**src/rtl/dmem_pkg.sv**
```systemverilog
// Shared definitions for the data-memory arbiter: FSM encoding, default size
// and the word-access legality check.
package dmem_pkg;

    localparam int DEPTH_DEFAULT = 4096;

    typedef enum logic {
        ARB   = 1'b0,
        LOCK0 = 1'b1
    } arb_state_t;

    // last_word is the highest legal word byte address (DEPTH-4).
    function automatic logic addr_legal(input logic [63:0] addr, input logic [63:0] last_word);
        return (addr[1:0] == 2'b00) && (addr <= last_word);
    endfunction

endpackage

```
**src/rtl/dmem_arbiter_if.sv**
```systemverilog
// Bundle of the two requester ports and the memory-side strobes of the
// data-memory arbiter.
interface dmem_arbiter_if #(
    parameter int ADDR_W = 32
);
    logic              p0_req;
    logic              p0_we;
    logic              p0_lock;
    logic [ADDR_W-1:0] p0_addr;
    logic [31:0]       p0_wdata;
    logic              p0_gnt;
    logic              p0_rvalid;
    logic [31:0]       p0_rdata;
    logic              p0_err;

    logic              p1_req;
    logic              p1_we;
    logic [ADDR_W-1:0] p1_addr;
    logic [31:0]       p1_wdata;
    logic              p1_gnt;
    logic              p1_rvalid;
    logic [31:0]       p1_rdata;
    logic              p1_err;

    logic [31:0]       mem_value;
    logic              mem_esc;
    logic              mem_read;
    logic [ADDR_W-1:0] mem_addr;
    logic [31:0]       mem_rdata;

    modport master (
        output p0_req, p0_we, p0_lock, p0_addr, p0_wdata,
        input  p0_gnt, p0_rvalid, p0_rdata, p0_err,
        output p1_req, p1_we, p1_addr, p1_wdata,
        input  p1_gnt, p1_rvalid, p1_rdata, p1_err,
        input  mem_value, mem_esc, mem_read, mem_addr,
        output mem_rdata
    );

    modport slave (
        input  p0_req, p0_we, p0_lock, p0_addr, p0_wdata,
        output p0_gnt, p0_rvalid, p0_rdata, p0_err,
        input  p1_req, p1_we, p1_addr, p1_wdata,
        output p1_gnt, p1_rvalid, p1_rdata, p1_err,
        output mem_value, mem_esc, mem_read, mem_addr,
        input  mem_rdata
    );

endinterface

```
**src/rtl/dmem_arbiter_rr_arb2.sv**
```systemverilog
// Two-request round-robin picker; the pointer names the port that wins a tie
// and moves to the other port after every grant.
module rr_arb2 (
    input  logic       clock,
    input  logic       reset,
    input  logic [1:0] req,
    input  logic       advance,
    output logic [1:0] gnt
);

    logic ptr;

    always_comb begin
        gnt = 2'b00;
        case (req)
            2'b01:   gnt = 2'b01;
            2'b10:   gnt = 2'b10;
            2'b11:   gnt = ptr ? 2'b10 : 2'b01;
            default: gnt = 2'b00;
        endcase
    end

    always_ff @(posedge clock or posedge reset) begin
        if (reset) begin
            ptr <= 1'b0;
        end else if (advance && (gnt != 2'b00)) begin
            ptr <= gnt[0];
        end
    end

endmodule

```
**src/rtl/dmem_arbiter.sv**
```systemverilog
// Arbitrates the shared big-endian data memory between the MEM stage (port 0,
// with read-modify-write lock) and the loader/debug port (port 1).
module dmem_arbiter
    import dmem_pkg::*;
#(
    parameter int DEPTH  = DEPTH_DEFAULT,
    parameter int ADDR_W = 32
) (
    input  logic           clock,
    input  logic           reset,
    dmem_arbiter_if.slave  bus
);

    localparam logic [63:0] LAST_WORD = 64'(DEPTH - 4);

    arb_state_t        state;
    logic [1:0]        req_eff;
    logic [1:0]        gnt;
    logic              granted;
    logic              win_we;
    logic              win_legal;
    logic [ADDR_W-1:0] win_addr;
    logic [31:0]       win_wdata;
    logic [ADDR_W-1:0] addr_hold;
    logic [31:0]       value_hold;
    logic [1:0]        vld_p1;
    logic              err_p1;
    logic [31:0]       rdata_p1;

    // While locked only port 0 may compete; nothing is granted during reset.
    always_comb begin
        req_eff = 2'b00;
        if (!reset) begin
            req_eff[0] = bus.p0_req;
            req_eff[1] = bus.p1_req && (state == ARB);
        end
    end

    rr_arb2 u_rr (
        .clock   (clock),
        .reset   (reset),
        .req     (req_eff),
        .advance (|req_eff),
        .gnt     (gnt)
    );

    assign granted   = |gnt;
    assign win_we    = gnt[1] ? bus.p1_we    : bus.p0_we;
    assign win_addr  = gnt[1] ? bus.p1_addr  : bus.p0_addr;
    assign win_wdata = gnt[1] ? bus.p1_wdata : bus.p0_wdata;
    assign win_legal = addr_legal(64'(win_addr), LAST_WORD);

    assign bus.p0_gnt    = gnt[0];
    assign bus.p1_gnt    = gnt[1];
    assign bus.mem_esc   = granted &  win_we & win_legal;
    assign bus.mem_read  = granted & ~win_we & win_legal;
    assign bus.mem_addr  = granted ? win_addr  : addr_hold;
    assign bus.mem_value = granted ? win_wdata : value_hold;

    // ---- grant edge -> response stage ----
    always_ff @(posedge clock or posedge reset) begin
        if (reset) begin
            state      <= ARB;
            vld_p1     <= 2'b00;
            err_p1     <= 1'b0;
            rdata_p1   <= '0;
            addr_hold  <= '0;
            value_hold <= '0;
        end else begin
            vld_p1 <= gnt;
            if (granted) begin
                addr_hold  <= win_addr;
                value_hold <= win_wdata;
                err_p1     <= ~win_legal;
                rdata_p1   <= bus.mem_read ? bus.mem_rdata : '0;
            end
            case (state)
                ARB:     if (gnt[0] &&  bus.p0_lock) state <= LOCK0;
                LOCK0:   if (gnt[0] && !bus.p0_lock) state <= ARB;
                default: state <= ARB;
            endcase
        end
    end

    assign bus.p0_rvalid = vld_p1[0];
    assign bus.p1_rvalid = vld_p1[1];
    assign bus.p0_rdata  = rdata_p1;
    assign bus.p1_rdata  = rdata_p1;
    assign bus.p0_err    = err_p1 & vld_p1[0];
    assign bus.p1_err    = err_p1 & vld_p1[1];

endmodule

```
**src/flat_wrapper.sv**
```systemverilog
// flat-port wrapper written by rule: the top's interface ports become plain ports
module dmem_arbiter_flat import dmem_pkg::*;
#(
    parameter int DEPTH  = DEPTH_DEFAULT,
    parameter int ADDR_W = 32
)
  (clock, reset, bus_p0_req, bus_p0_we, bus_p0_lock, bus_p0_addr, bus_p0_wdata, bus_p0_gnt, bus_p0_rvalid, bus_p0_rdata, bus_p0_err, bus_p1_req, bus_p1_we, bus_p1_addr, bus_p1_wdata, bus_p1_gnt, bus_p1_rvalid, bus_p1_rdata, bus_p1_err, bus_mem_value, bus_mem_esc, bus_mem_read, bus_mem_addr, bus_mem_rdata);
  dmem_arbiter_if #(.ADDR_W(ADDR_W)) bus_i ();
  input  logic clock;
  input  logic reset;
  input wire logic [$bits(bus_i.p0_req)-1:0] bus_p0_req;
  input wire logic [$bits(bus_i.p0_we)-1:0] bus_p0_we;
  input wire logic [$bits(bus_i.p0_lock)-1:0] bus_p0_lock;
  input wire logic [$bits(bus_i.p0_addr)-1:0] bus_p0_addr;
  input wire logic [$bits(bus_i.p0_wdata)-1:0] bus_p0_wdata;
  output wire logic [$bits(bus_i.p0_gnt)-1:0] bus_p0_gnt;
  output wire logic [$bits(bus_i.p0_rvalid)-1:0] bus_p0_rvalid;
  output wire logic [$bits(bus_i.p0_rdata)-1:0] bus_p0_rdata;
  output wire logic [$bits(bus_i.p0_err)-1:0] bus_p0_err;
  input wire logic [$bits(bus_i.p1_req)-1:0] bus_p1_req;
  input wire logic [$bits(bus_i.p1_we)-1:0] bus_p1_we;
  input wire logic [$bits(bus_i.p1_addr)-1:0] bus_p1_addr;
  input wire logic [$bits(bus_i.p1_wdata)-1:0] bus_p1_wdata;
  output wire logic [$bits(bus_i.p1_gnt)-1:0] bus_p1_gnt;
  output wire logic [$bits(bus_i.p1_rvalid)-1:0] bus_p1_rvalid;
  output wire logic [$bits(bus_i.p1_rdata)-1:0] bus_p1_rdata;
  output wire logic [$bits(bus_i.p1_err)-1:0] bus_p1_err;
  output wire logic [$bits(bus_i.mem_value)-1:0] bus_mem_value;
  output wire logic [$bits(bus_i.mem_esc)-1:0] bus_mem_esc;
  output wire logic [$bits(bus_i.mem_read)-1:0] bus_mem_read;
  output wire logic [$bits(bus_i.mem_addr)-1:0] bus_mem_addr;
  input wire logic [$bits(bus_i.mem_rdata)-1:0] bus_mem_rdata;
  assign bus_i.p0_req = bus_p0_req;
  assign bus_i.p0_we = bus_p0_we;
  assign bus_i.p0_lock = bus_p0_lock;
  assign bus_i.p0_addr = bus_p0_addr;
  assign bus_i.p0_wdata = bus_p0_wdata;
  assign bus_p0_gnt = bus_i.p0_gnt;
  assign bus_p0_rvalid = bus_i.p0_rvalid;
  assign bus_p0_rdata = bus_i.p0_rdata;
  assign bus_p0_err = bus_i.p0_err;
  assign bus_i.p1_req = bus_p1_req;
  assign bus_i.p1_we = bus_p1_we;
  assign bus_i.p1_addr = bus_p1_addr;
  assign bus_i.p1_wdata = bus_p1_wdata;
  assign bus_p1_gnt = bus_i.p1_gnt;
  assign bus_p1_rvalid = bus_i.p1_rvalid;
  assign bus_p1_rdata = bus_i.p1_rdata;
  assign bus_p1_err = bus_i.p1_err;
  assign bus_mem_value = bus_i.mem_value;
  assign bus_mem_esc = bus_i.mem_esc;
  assign bus_mem_read = bus_i.mem_read;
  assign bus_mem_addr = bus_i.mem_addr;
  assign bus_i.mem_rdata = bus_mem_rdata;
  dmem_arbiter #(.DEPTH(DEPTH), .ADDR_W(ADDR_W)) u_core (.clock(clock), .reset(reset), .bus(bus_i));
endmodule
```
**config.mk**
```make
export PLATFORM = sky130hd
export DESIGN_NAME = dmem_arbiter_flat
export DESIGN_NICKNAME = d
export VERILOG_FILES = /design/src/rtl/dmem_pkg.sv /design/src/rtl/dmem_arbiter_if.sv /design/src/rtl/dmem_arbiter_rr_arb2.sv /design/src/rtl/dmem_arbiter.sv /design/src/flat_wrapper.sv
export SDC_FILE = /design/constraint.sdc
export NUM_CORES = 1
export LEC_CHECK = 0
export CORE_AREA = 2 2 116 118
export DETAILED_ROUTE_END_ITERATION = 16
export DIE_AREA = 0 0 118 120
export GPL_TIMING_DRIVEN = 0
export PLACE_DENSITY = 0.84
export SLEW_MARGIN = 20
export SYNTH_ARGS = -nofsm -noshare
export SYNTH_HDL_FRONTEND = slang
export SYNTH_SLANG_ARGS = --single-unit
export TNS_END_PERCENT = 100
```
**constraint.sdc**
```tcl
create_clock -name clock -period 9.9 [get_ports clock]
set_input_delay 2.97 -clock clock [delete_from_list [all_inputs] [get_ports clock]]
set_output_delay 2.97 -clock clock [all_outputs]
set_load 0.05 [all_outputs]
```
# Word-level counts from Yosys, hierarchy flattened
# Index checks and enable logic that the tools add are counted.
# totals
reg_bits	101
inputBits	167
out_inout_bits	136
elab_cells	42
# classes
magnitude_cmp	1
eq_ne	3
mux	12
n_bitwise	9
reduce_logical	10
# ops
operator	count
$mux 32	5
$le 32x12->1 const B	1
$and 1x1->1	6
$pmux 2 s3	1
$logic_and 1x1->1	5
$eq 2x2->1 const B	2
$mux 2	2
$reduce_or 2->1	2
$mux 1	3
$not 1->1	3
$eq 2x1->1 const B	1
$logic_not 2->1	1
$pmux 1 s2	1
$reduce_bool 2->1	1
$logic_not 1->1	1

# Depth between registers and ports, before layout
# logic_depth
ltp_word	10
ltp_mapped	9
depth_no_buf	6

# By module
# From an unflattened synthesis, not the netlist that was laid out.
# unflattened
hier_cells	488
hier_area_um2	5068.6
# by_module_without_submodules
module	n_inst	cells_per_inst	area_per_inst_um2	seq_area_each_um2
dmem_arbiter	1	481	5009.8	2502.4
rr_arb2	1	7	58.8	25.0

# Worst setup path after synthesis
# OpenSTA, ideal clock, no wires.
# synth_path
path_kind	input to output
start	input reset
end	output bus_mem_value[22]
t_arrival_ns	7.567
t_required_ns	6.930
path_slack_ns	-0.637
cell_stages	7
n_path_buf	2
cell_sequence	inv_1 -> nand3_2 -> buf_6 -> inv_4 -> clkbuf_1 -> o22ai_1 -> o21ai_0
# synth_via
elab_chain_cells	5
elab_cells_between_ends	8
cone_classes	3 x eq/ne; 4 x mux; 1 x reduce/logical
# synth_rtl
item	line_no	text
start: declaration	flat_wrapper.sv:10	input logic reset;
$mux 2 *	dmem_arbiter.sv:33	if (!reset) begin
$eq 2x2->1 or $eq 2x1->1 (tied branches)	dmem_arbiter_rr_arb2.sv:15	case (req)
$pmux 2 s3 *	dmem_arbiter_rr_arb2.sv:15	
via bus_p1_gnt	flat_wrapper.sv:24	output wire logic [$bits(bus_i.p1_gnt)-1:0] bus_p1_gnt;
$mux 32 or $reduce_or 2->1 (tied branches)	dmem_arbiter.sv:50, dmem_arbiter.sv:47	
$mux 32 *	dmem_arbiter.sv:58	assign bus.mem_value = granted ? win_wdata : value_hold;
end: declaration	flat_wrapper.sv:28	output wire logic [$bits(bus_i.mem_value)-1:0] bus_mem_value;
# Mark *: on every way through the listed nets, which the timed path passes. The rest lies on a longest branch.

# Worst setup path in the final report
# layout_path
start	input reset
end	output bus_mem_addr[26]
# layout_via
elab_chain_cells	5
elab_cells_between_ends	8
cone_classes	3 x eq/ne; 4 x mux; 1 x reduce/logical
# layout_rtl
item	line_no	text
$mux 2 *	dmem_arbiter.sv:33	
$eq 2x2->1 or $eq 2x1->1 (tied branches)	dmem_arbiter_rr_arb2.sv:15	
$pmux 2 s3 *	dmem_arbiter_rr_arb2.sv:15	
$mux 32 or $reduce_or 2->1 (tied branches)	dmem_arbiter.sv:49, dmem_arbiter.sv:47	
$mux 32 *	dmem_arbiter.sv:57	assign bus.mem_addr = granted ? win_addr : addr_hold;
end: declaration	flat_wrapper.sv:31	output wire logic [$bits(bus_i.mem_addr)-1:0] bus_mem_addr;
# Every way passes the cells marked *; elsewhere a longest branch is shown, timed or not.

==> impl_metrics.env <==
export IMPL_maxSlewViolCount=0
export IMPL_rows=42
export IMPL_tightest_slew_ns=0.740
export IMPL_ctsHtreeMaxLevel=3
export IMPL_sw_frac_of_total_pct=35.8
export IMPL_postPlaceCellArea_um2=7860
export IMPL_root_buffer="clkbuf_16"
export IMPL_drt_iter0_markers=268
export IMPL_fin_nets=915
export IMPL_clockBufferDepth=2
export IMPL_min_period_over_period_pct=95.4
export IMPL_ant_nets=0
export IMPL_grt_pass1_vias=4752
export IMPL_overflow=0
export IMPL_num_antenna_cells=0
export IMPL_start_kind="primary input"
export IMPL_cp_required_ns=6.93
export IMPL_reg2reg_depth=7
export IMPL_fin_ws_ns=0.451
export IMPL_grt_util_met2_pct=39.7
export IMPL_crit_type="primary input to output pin"
export IMPL_setup_viol=0
export IMPL_end_kind="output pin"
export IMPL_p_int_mw=0.830
export IMPL_p_leak_nw=3.51
export IMPL_total_power_mw=1.29
export IMPL_port_buffer_count=302
export IMPL_clock_latency_ns=0.34
export IMPL_dieHeight_um=120
export IMPL_r2r_setup_slack_ns=7.66
export IMPL_top_usage_layer="met2"
export IMPL_holdWs_ns=0.496
export IMPL_totalWireLength_um=15800
export IMPL_die_area_um2=14200
export IMPL_min_path_type="register to register"
export IMPL_fin_skew_ns=0.00715
export IMPL_place_ws_ns=0.145
export IMPL_endpoint="bus_mem_addr[26]"
export IMPL_status="finished clean"
export IMPL_startpoint="reset"
export IMPL_grt_pass1_wl_um=24800
export IMPL_initial_core_util_pct=35.1
export IMPL_dieWidth_um=118
export IMPL_routedWlPerCell_um=17.0
export IMPL_drive_above_1_share_pct=8.63
export IMPL_core_area_um2=13000
export IMPL_cts_made_buffers=9
export IMPL_vias_per_cell=4.92
export IMPL_use_met3_pct=6.61
export IMPL_vias=4569
export IMPL_hold_violations=0
export IMPL_rsz0062_at_grt="false"
export IMPL_netlist_cell_type_count=29
export IMPL_vdd_drop_max_mv=0.0958
export IMPL_syn_inst=432
export IMPL_syn_area_um2=4550
export IMPL_syn_nets=599
export IMPL_postCtsHoldBufs=0
export IMPL_grt_max_degree=34
export IMPL_power_density_nw_per_um2=159
export IMPL_hpwlAfterDp_um=12800
export IMPL_grt_total_usage_pct=22.4
export IMPL_drt_first_pass_iters=4
export IMPL_cp_max_fo=18
export IMPL_p_sw_mw=0.463
export IMPL_ys_warn_count=0
export IMPL_seq_power_share_pct=36.8
export IMPL_cts_num_sinks=101
export IMPL_layout_min_cycle_time_ns=9.45
export IMPL_worstReg2RegEnd="u_core.addr_hold[22]"
export IMPL_clk_pin_slew_ns=0.06
export IMPL_io_pin_count=303
export IMPL_max_freq_mhz=106
export IMPL_use_met1_pct=25.7
export IMPL_grt_antenna_before_repair=0
export IMPL_combPwrFrac_pct=37.1
export IMPL_maxCapViolCount=0
export IMPL_post_route_cell_area_um2=8150
export IMPL_max_slew_margin_pct=50.7
export IMPL_ys_ff_latch=101
export IMPL_pwr_share_clk_pct=26.1
export IMPL_seq_area_frac_synth_pct=55.5
export IMPL_syn2layout_area_growth_pct=79.0
export IMPL_cts_tree="done"
export IMPL_fin_tns_setup_ns=0
export IMPL_syn_avg_cell_area_um2=10.5
export IMPL_drc_errors=0
export IMPL_routabilityCongestion=0.886
export IMPL_crit_arrival_ns=6.48
[metal layers]
layer  vias to the layer above  share of wire (%)
li1                       2156                  -
met1                      2172                 39
met2                       216                 51
met3                        25                7.9
met4                         0                2.2
met5                         -                  0
[state kept, by name (all words and copies together) (netlist names), named ones only]
| register | flops |
|---|---|
| u_core.addr_hold | 32 |
| u_core.bus.p0_rdata | 32 |
| u_core.value_hold | 32 |
| u_core.vld_p1 | 2 |
| u_core.err_p1 | 1 |
| u_core.u_rr.ptr | 1 |
[through the flow]
stage	instances	util, %
floorplan	432	-
global placement	910	60.1
detailed placement	913	60.5
CTS	929	62.8
global route	929	62.8
finish	929	62.8
[cell usage in the layout (no fill, tap or decap), types with 2 or more instances in the layout]
master / synthesis / layout
and2_1: 2 / 2
dfrtp_1: 101 / 101
clkbuf_1: 21 / 21
clkbuf_8: 0 / 3
mux2i_1: 34 / 34
buf_6: 4 / 4
clkdlybuf4s50_1: 0 / 302
o22ai_1: 32 / 32
buf_2: 4 / 4
inv_1: 3 / 2
nor2_1: 4 / 4
nor4_1: 8 / 8
o21ai_0: 24 / 24
nor3_1: 4 / 4
buf_12: 0 / 3
clkbuf_16: 0 / 9
nand2b_1: 2 / 2
nand2_1: 68 / 68
a22o_1: 32 / 32
buf_4: 33 / 33
o21ai_1: 40 / 40
nand3_1: 5 / 5
clkinv_2: 0 / 2
[cells by family after synthesis]
kind of cell / count (synthesis) / share of synthesized area, %
buf+inv: 67 / 9.07
flops: 101 / 55.5
compound gates: 132 / 18.3
simple gates: 97 / 9.35
mux: 35 / 7.72
[area by class of cell]
type	count	area, um2
Buffer	63	397
Tap cell	176	220
Fill cell	1029	4830
Multi-Input combinational cell	264	1610
Inverter	4	21.3
Timing Repair Buffer	305	3080
Clock inverter	3	18.8
Clock buffer	13	270
Sequential cell	101	2530
[synthesized netlist by cell type (all sizes together)]
cell type | instances | area [um2]
and4b | 1 | 10.0
nor4 | 8 | 50.1
a211o | 1 | 8.76
a22o | 32 | 280
mux2 | 1 | 11.3
o21a | 1 | 7.51
nor2b | 2 | 15.0
o21ai | 64 | 320
buf | 42 | 317
o22ai | 32 | 200
o22a | 1 | 8.76
clkbuf | 21 | 78.8
nor3 | 4 | 20.0
nand2 | 68 | 255
nor2 | 4 | 15.0
o31a | 1 | 8.76
nand2b | 2 | 12.5
inv | 4 | 17.5
mux2i | 34 | 340
dfrtp | 101 | 2530
nand3 | 6 | 35.0
and2 | 2 | 12.5
[power groups by stage]
| stage | Combinational [mW] | Sequential [mW] | Clock (mW) |
|---|---|---|---|
| after floorplan | 0.276 | 0.482 | 0 |
| after global placement | 0.473 | 0.481 | 0 |
| after detailed placement | 0.482 | 0.483 | 0 |
| after CTS | 0.484 | 0.476 | 0.346 |
| after global routing | 0.506 | 0.480 | 0.360 |
| final | 0.480 | 0.476 | 0.337 |
[repair_timing]
action | CTS | global route
hold endpoints to repair | 0 | 0
gates resized for setup | 0 | 2
setup endpoints to repair | 0 | 9
setup buffers | 0 | 0
[how the worst min path moves through the flow]
stage	from	endpoint	cells after the start
finish	u_core.addr_hold[28]	u_core.addr_hold[28]	2
global route	u_core.addr_hold[28]	u_core.addr_hold[28]	2
CTS	u_core.addr_hold[19]	u_core.addr_hold[19]	2
detailed placement	u_core.value_hold[22]	u_core.value_hold[22]	2
global placement	u_core.value_hold[20]	u_core.value_hold[20]	2
floorplan	u_core.u_rr.ptr	u_core.u_rr.ptr	2
[worst max-delay path, cell delays in order]
cell	delay, ns
clkdlybuf4s50_1	0.55
clkinvlp_4	0.40
o21ai_1	0.49
clkbuf_2	0.42
buf_2	0.29
buf_2	0.29
nand2_1	0.08
o21ai_1	0.12
clkdlybuf4s50_1	0.86
No activity file was read; power rests on OpenSTA's default activity.
